`config.mk`:
```
export PLATFORM = sky130hd
export DESIGN_NAME = ifetch_ctrl
export DESIGN_NICKNAME = d
export VERILOG_FILES = /design/src/rtl/ifetch_ctrl.sv
export SDC_FILE = /design/constraint.sdc
export NUM_CORES = 1
export LEC_CHECK = 0
export BUFFER_PORTS_ARGS = -buffer_cell sky130_fd_sc_hd__buf_4
export CORE_MARGIN = 2
export CORE_UTILIZATION = 40
export CTS_CLUSTER_DIAMETER = 60
export DETAILED_ROUTE_END_ITERATION = 6
export HOLD_SLACK_MARGIN = 0.03
export PLACE_DENSITY_LB_ADDON = 0.3
export SLEW_MARGIN = 25
export SYNTH_ARGS = -nofsm -noshare
export SYNTH_HDL_FRONTEND = slang
export SYNTH_SLANG_ARGS = --single-unit
export TNS_END_PERCENT = 50
```
`constraint.sdc`:
```
create_clock -name clk -period 9.35 [get_ports clk]
set_clock_uncertainty 0.05 [all_clocks]
set_input_delay 1.87 -clock clk [delete_from_list [all_inputs] [get_ports clk]]
set_output_delay 1.87 -clock clk [all_outputs]
set_load 0.02 [all_outputs]
```
`src/rtl/ifetch_ctrl.sv`:
```
`default_nettype none
// ============================================================================
// Module      : ifetch_ctrl
// Description : RV32I instruction-fetch sequencer. Owns the PC, issues one
//               word fetch at a time to instruction memory, buffers returned
//               words with their PC toward decode and flushes on redirects.
// Revision    : 1.0 - initial release
// ============================================================================
module ifetch_ctrl #(
    parameter logic [31:0] RESET_PC   = 32'h0000_0000,
    parameter int          FIFO_DEPTH = 2              // legal range 2..8
) (
    input  logic        clk,
    input  logic        reset,
    output logic        imem_req_valid,
    input  logic        imem_req_ready,
    output logic [31:0] imem_req_addr,
    input  logic        imem_rsp_valid,
    input  logic [31:0] imem_rsp_data,
    input  logic        redirect_valid,
    input  logic [31:0] redirect_pc,
    output logic        dec_valid,
    input  logic        dec_ready,
    output logic [31:0] dec_inst,
    output logic [31:0] dec_pc
);

    localparam int            CW      = $clog2(FIFO_DEPTH + 1);
    localparam logic [CW-1:0] C_DEPTH = CW'(FIFO_DEPTH);
    localparam logic [31:0]   C_NOP   = 32'h0000_0013;

    // REQ: may issue a fetch; WAIT: one good fetch outstanding;
    // KILL: one stale fetch outstanding whose response must be discarded.
    typedef enum logic [1:0] {
        ST_REQ  = 2'd0,
        ST_WAIT = 2'd1,
        ST_KILL = 2'd2
    } state_t;

    state_t        r_state, w_state_nxt;
    logic [31:0]   r_pc, w_pc_nxt;
    logic [31:0]   r_fetch_pc, w_fetch_pc_nxt;
    logic [CW-1:0] r_count, w_count_nxt;
    logic [CW-1:0] w_wr_idx;
    logic          r_req_valid;
    logic          r_dec_valid;

    // Buffer slots; slot 0 is always the head presented to decode. Empty
    // slots hold NOP / PC 0 so the head reads correctly when the buffer is empty.
    logic [31:0]   r_inst [FIFO_DEPTH];
    logic [31:0]   r_ipc  [FIFO_DEPTH];
    logic [31:0]   w_inst_nxt [FIFO_DEPTH];
    logic [31:0]   w_ipc_nxt  [FIFO_DEPTH];

    logic          w_hs;
    logic          w_pop;
    logic          w_push;
    logic          w_unused_bits;

    // Redirect targets are word aligned; the low two bits are dropped.
    assign w_unused_bits = ^redirect_pc[1:0];

    assign imem_req_valid = r_req_valid;
    assign imem_req_addr  = r_pc;
    assign dec_valid      = r_dec_valid;
    assign dec_inst       = r_inst[0];
    assign dec_pc         = r_ipc[0];

    assign w_hs  = r_req_valid & imem_req_ready;
    assign w_pop = r_dec_valid & dec_ready;

    // Fetch sequencing: next state, next PC and whether a response is kept.
    always_comb begin
        w_state_nxt    = r_state;
        w_pc_nxt       = r_pc;
        w_fetch_pc_nxt = r_fetch_pc;
        w_push         = 1'b0;

        if (w_hs) begin
            w_fetch_pc_nxt = r_pc;
        end

        case (r_state)
            ST_REQ: begin
                if (w_hs) begin
                    w_state_nxt = ST_WAIT;
                    w_pc_nxt    = r_pc + 32'd4;   // wraps FFFF_FFFC -> 0
                end
            end
            ST_WAIT: begin
                if (imem_rsp_valid) begin
                    w_state_nxt = ST_REQ;
                    w_push      = 1'b1;
                end
            end
            ST_KILL: begin
                if (imem_rsp_valid) begin
                    w_state_nxt = ST_REQ;
                end
            end
            default: begin
                w_state_nxt = ST_REQ;
            end
        endcase

        // A redirect overrides everything else that happens this cycle.
        if (redirect_valid) begin
            w_pc_nxt = {redirect_pc[31:2], 2'b00};
            w_push   = 1'b0;
            case (r_state)
                ST_REQ:           w_state_nxt = w_hs ? ST_KILL : ST_REQ;
                ST_WAIT, ST_KILL: w_state_nxt = imem_rsp_valid ? ST_REQ : ST_KILL;
                default:          w_state_nxt = ST_REQ;
            endcase
        end
    end

    // Buffer update: flush, or shift-on-pop followed by push at the tail.
    always_comb begin
        for (int i = 0; i < FIFO_DEPTH; i++) begin
            w_inst_nxt[i] = r_inst[i];
            w_ipc_nxt[i]  = r_ipc[i];
        end
        w_count_nxt = r_count;
        w_wr_idx    = r_count;

        if (redirect_valid) begin
            for (int i = 0; i < FIFO_DEPTH; i++) begin
                w_inst_nxt[i] = C_NOP;
                w_ipc_nxt[i]  = 32'd0;
            end
            w_count_nxt = '0;
        end else begin
            if (w_pop) begin
                for (int i = 0; i < FIFO_DEPTH - 1; i++) begin
                    w_inst_nxt[i] = r_inst[i+1];
                    w_ipc_nxt[i]  = r_ipc[i+1];
                end
                w_inst_nxt[FIFO_DEPTH-1] = C_NOP;
                w_ipc_nxt[FIFO_DEPTH-1]  = 32'd0;
                w_count_nxt = r_count - CW'(1);
                w_wr_idx    = r_count - CW'(1);
            end
            // Requests are only issued with room, so a push never overflows.
            if (w_push) begin
                for (int i = 0; i < FIFO_DEPTH; i++) begin
                    if (CW'(i) == w_wr_idx) begin
                        w_inst_nxt[i] = imem_rsp_data;
                        w_ipc_nxt[i]  = r_fetch_pc;
                    end
                end
                w_count_nxt = w_count_nxt + CW'(1);
            end
        end
    end

    // State, PC, buffer and registered handshake outputs.
    always_ff @(posedge clk or posedge reset) begin
        if (reset) begin
            r_state     <= ST_REQ;
            r_pc        <= RESET_PC;
            r_fetch_pc  <= RESET_PC;
            r_count     <= '0;
            r_req_valid <= 1'b0;
            r_dec_valid <= 1'b0;
            for (int i = 0; i < FIFO_DEPTH; i++) begin
                r_inst[i] <= C_NOP;
                r_ipc[i]  <= 32'd0;
            end
        end else begin
            r_state     <= w_state_nxt;
            r_pc        <= w_pc_nxt;
            r_fetch_pc  <= w_fetch_pc_nxt;
            r_count     <= w_count_nxt;
            r_req_valid <= (w_state_nxt == ST_REQ) && (w_count_nxt < C_DEPTH);
            r_dec_valid <= (w_count_nxt != '0);
            for (int i = 0; i < FIFO_DEPTH; i++) begin
                r_inst[i] <= w_inst_nxt[i];
                r_ipc[i]  <= w_ipc_nxt[i];
            end
        end
    end

endmodule
`default_nettype wire
```
* Word-level counts from Yosys, hierarchy flattened
Index checks and enable logic that the tools add are counted. W data, S select, Z words.
Cells by class: $add $sub $neg 3, magnitude comparators 1, equality and inequality tests 3, multiplexer cells 27, bitwise operators 2, reductions and logical operators 9
Operators with widths (count):
- $mux W64 | 6
- $mux W32 | 7
- $add A32 B3 Y32 const B | 1
- $mux W2 | 9
- $pmux W2 S2 | 2
- $logic_not A2 Y1 | 3
- $reduce_bool A2 Y1 | 3
- $mux W1 | 3
- $add A2 B1 Y2 const B | 1
- $and A1 B1 Y1 | 2
- $eq A1 B2 Y1 const A | 1
- $eq A2 B1 Y1 const B | 1
- $eq A2 B2 Y1 const B | 1
- $lt A2 B2 Y1 const B | 1
- $reduce_and A2 Y1 | 1
- $reduce_or A2 Y1 | 1
- $sub A2 B1 Y2 const B | 1
- $logic_and A1 B1 Y1 | 1
Word-level totals: register bits 198, bits of input ports 70, output and inout port bits 98, word-level logic and storage cells 55

* Logic depth before layout (Yosys ltp)
depth after elaboration 8, depth in mapped cells 11, gate-level depth less buffers 7

* Worst setup path after synthesis
No wires, ideal clock.
kind input port to flip-flop, start point input dec_ready, end point register r_inst, in the netlist dec_inst[10], setup time 121 ps, data arrival time 4112 ps, required time 9179 ps, setup slack 5067 ps, stages on the path 11, buffers on the path 5, cell sequence and2_1 > clkbuf_1 > clkbuf_1 > clkbuf_1 > xnor2_1 > ha_1 > nor3b_1 > clkbuf_1 > clkbuf_1 > a21oi_1 > a22o_1
RTL lines:
- from (decl) | line 23 | input logic dec_ready,
- to (signal, indexed assignment) | line 178 | r_inst[i] <= w_inst_nxt[i];
- to (decl) | line 50 | logic [31:0] r_inst [FIFO_DEPTH];

==> impl_metrics.tcl <==
set metrics [dict create \
    synth.distinct_cells 44 \
    worstRegToRegCells 8 \
    routed_wl_um 23000 \
    synth.area.top_cells "dfrtp_1 (50%), nand2_1 (8.7%), a21oi_1 (5.6%)" \
    cts_tree "built" \
    status "finished clean" \
    power_density_nw_per_um2 198 \
    grt_use_total_pct 18.8 \
    viasPerCell 5.25 \
    report.final.slew_viol_count 0 \
    vias 7361 \
    hp-start "r_fetch_pc[15]" \
    post_cts_resized 0 \
    synthDominantCellAreaShare_pct 50.0 \
    wire_per_inst_um 16.4 \
    end_kind "register" \
    rr_startpoint "dec_valid" \
    portBuffers 163 \
    grt.overflow.total 0 \
    post_synth.cell_area_avg_um2 9.25 \
    die_w_um 157 \
    synth_edf_count 0 \
    crit_family "buffers and inverters" \
    rrSetupSlack_ps 6230 \
    holdPathStages 2 \
    synth_top_cell_by_area "dfrtp_1" \
    hold_path_class "reg -> reg" \
    drtAntennaViolNets 0 \
    worstSetupPathType "in -> reg" \
    worst-path-buf-inv 3 \
    slew_headroom_pct 35.8 \
    initial_utilization_pct 40.5 \
    drcViolationCount 0 \
    r2r_end "dec_inst[16]" \
    drive_gt1_share_pct 23.0 \
    htreeDepth 4 \
    fmax_mhz 238 \
    ir_drop_mv 0.0938 \
    fin_setup_tns_ps 0 \
    syn_inst 1018 \
    cp_slowest_cell "buf_4" \
    ys_ff_latch 194 \
    cts_hold_buf 0 \
    cts-root-buf "clkbuf_16" \
    clock_path_buffers 2 \
    core-area_um2 23300 \
    fin_crit_ps 4210 \
    numCtsBuffers 17 \
    die-area_um2 24800 \
    dr.pass1.iters 5 \
    path_cells "buf_4 -> and2_2 -> buf_4 -> xnor2_1 -> ha_1 -> nor3b_2 -> buf_4 -> a21oi_1 -> a22o_1" \
    synthArstFlopShare_pct 100 \
    grt_pass1_wl_um 36800 \
    cp.required_ps 9610 \
    hold_path_end "r_fetch_pc[15]" \
    grt_pass1_vias 6815 \
    insertion_delay_ps 430 \
    p_leak_uw 0.00477 \
    drv_cap 0 \
    fin_nets 1149 \
    yosysMostFrequentCell "nand2_1" \
    setup_viol 0 \
    utilization_pct 47.1 \
    syn_to_final_growth_pct 16.3 \
    worst_pin_slew_ps 963 \
    startpoint_type "primary input" \
    crit_fanout 92 \
    io_pins 168 \
    antenna_found_initial 0 \
    fillers 2292 \
    num_antenna_cells 0 \
    hold_viol_final 0 \
    rsz0062_at_grt "false" \
    numClockSinks 194 \
    crit_arrival_ps 4470 \
    place_congestion 0.792 \
    hpwl_um 14200 \
    cpPeakStageDelay_ps 700 \
    seq_area_frac_synth_pct 51.6 \
    die_h_um 157 \
    grt_max_degree 131 \
    cts_setup_buffers 0 \
    ys_top_cells_by_count "nand2_1 (217), dfrtp_1 (188), a21oi_1 (105), nand3_1 (72), buf_4 (66)" \
    cpMostUsedCell "buf_4" \
    fin_crit_sh_pct 45.0 \
    dr.first_iter.drc_count 409 \
    synthFlopType "dfrtp_1" \
    core.rowCount 56 \
    yosysWarnings 0 \
    clkSlewWorstSetupHoldPaths_ps 80 \
    synth.cell_area_um2 9420 \
]
==> cell type report <==
class / instances / area [um2] / area share [%]
timing repair buffer: 175 / 1310 / 12.0
clock inverter: 12 / 118 / 1.07
inverter: 12 / 52.6 / 0.480
tap: 319 / 399 / 3.64
multi-input combinational: 672 / 3750 / 34.3
clock buffer: 19 / 453 / 4.14
sequential: 194 / 4860 / 44.4
==> worst reg2reg max path, cell delays in order (launching register included) <==
cell	delay, ps
dfrtp_1	420
and2_2	160
buf_4	630
xnor2_1	240
ha_1	220
nor3b_2	160
buf_4	710
a21oi_1	200
a22o_1	210
==> sequential cells by signal (all words and copies together), names as in the netlist, 2 cells and up <==
| name | cells |
|---|---|
| r_inst | 32 |
| dec_pc | 32 |
| r_state | 2 |
| r_count | 2 |
| r_fetch_pc | 30 |
| dec_inst | 32 |
| r_ipc | 32 |
| imem_req_addr | 30 |
==> metal layers <==
metal / GRT usage (%) / vias up / wire length (um)
met5: 0 / - / 0
met4: 5.89 / 0 / 392
met3: 2.95 / 25 / 1030
met2: 30.1 / 217 / 10800
met1: 26.3 / 3541 / 10800
li1: - / 3578 / -
==> cells in the final DEF, fill, tap and decap left out, drive strengths merged, types with 11 or more instances in the layout <==
cell	count
a22o	45
xnor2	11
mux2	25
nand4	11
nor2	41
or4	13
inv	19
a311oi	14
clkbuf	19
dfrtp	188
o21ai	29
nand2	217
buf	175
a21oi	105
nand3	74
a31oi	13
==> worst max-delay path by stage <==
stage	endpoint	slack, ps	start	depth (start not counted)
after floorplan	dec_inst[10]	2160	reset	1
after global placement	dec_inst[5]	4770	dec_ready	9
after detailed placement	dec_inst[16]	4730	dec_ready	9
after CTS	dec_inst[2]	5180	dec_ready	9
after global routing	dec_pc[28]	4940	dec_ready	9
final	dec_inst[16]	5140	dec_ready	9
==> power breakdown <==
part,switching (uW),internal [uW]
clock,347,366
combinational,225,177
sequential,108,944
==> kinds of logic after synthesis <==
kind of cell               synth area share, %
buffers and inverters                     8.76
xor gates and xnor gates                  1.54
DFF                                       51.6
other                                   0.0398
muxes                                     3.31
adders and majority gates                0.930
and+or+nand+nor                           18.6
AOI/OAI and AO/OA                         15.2
==> metrics by stage <==
stage          total power [uW]  instances  instance area (um2)  hold WS (ps)  setup slack (ps)
6_report                   2170       1403                11000           465              5140
5_1_grt                    2280       1403                11000           491              4940
4_1_cts                    2190       1403                11000           468              5180
3_5_place_dp               1470       1372                10400           451              4730
3_3_place_gp               1460       1372                10400           445              4770
2_1_floorplan              1320       1019                 9420           422              2160
(Power assumes the default switching activity.)
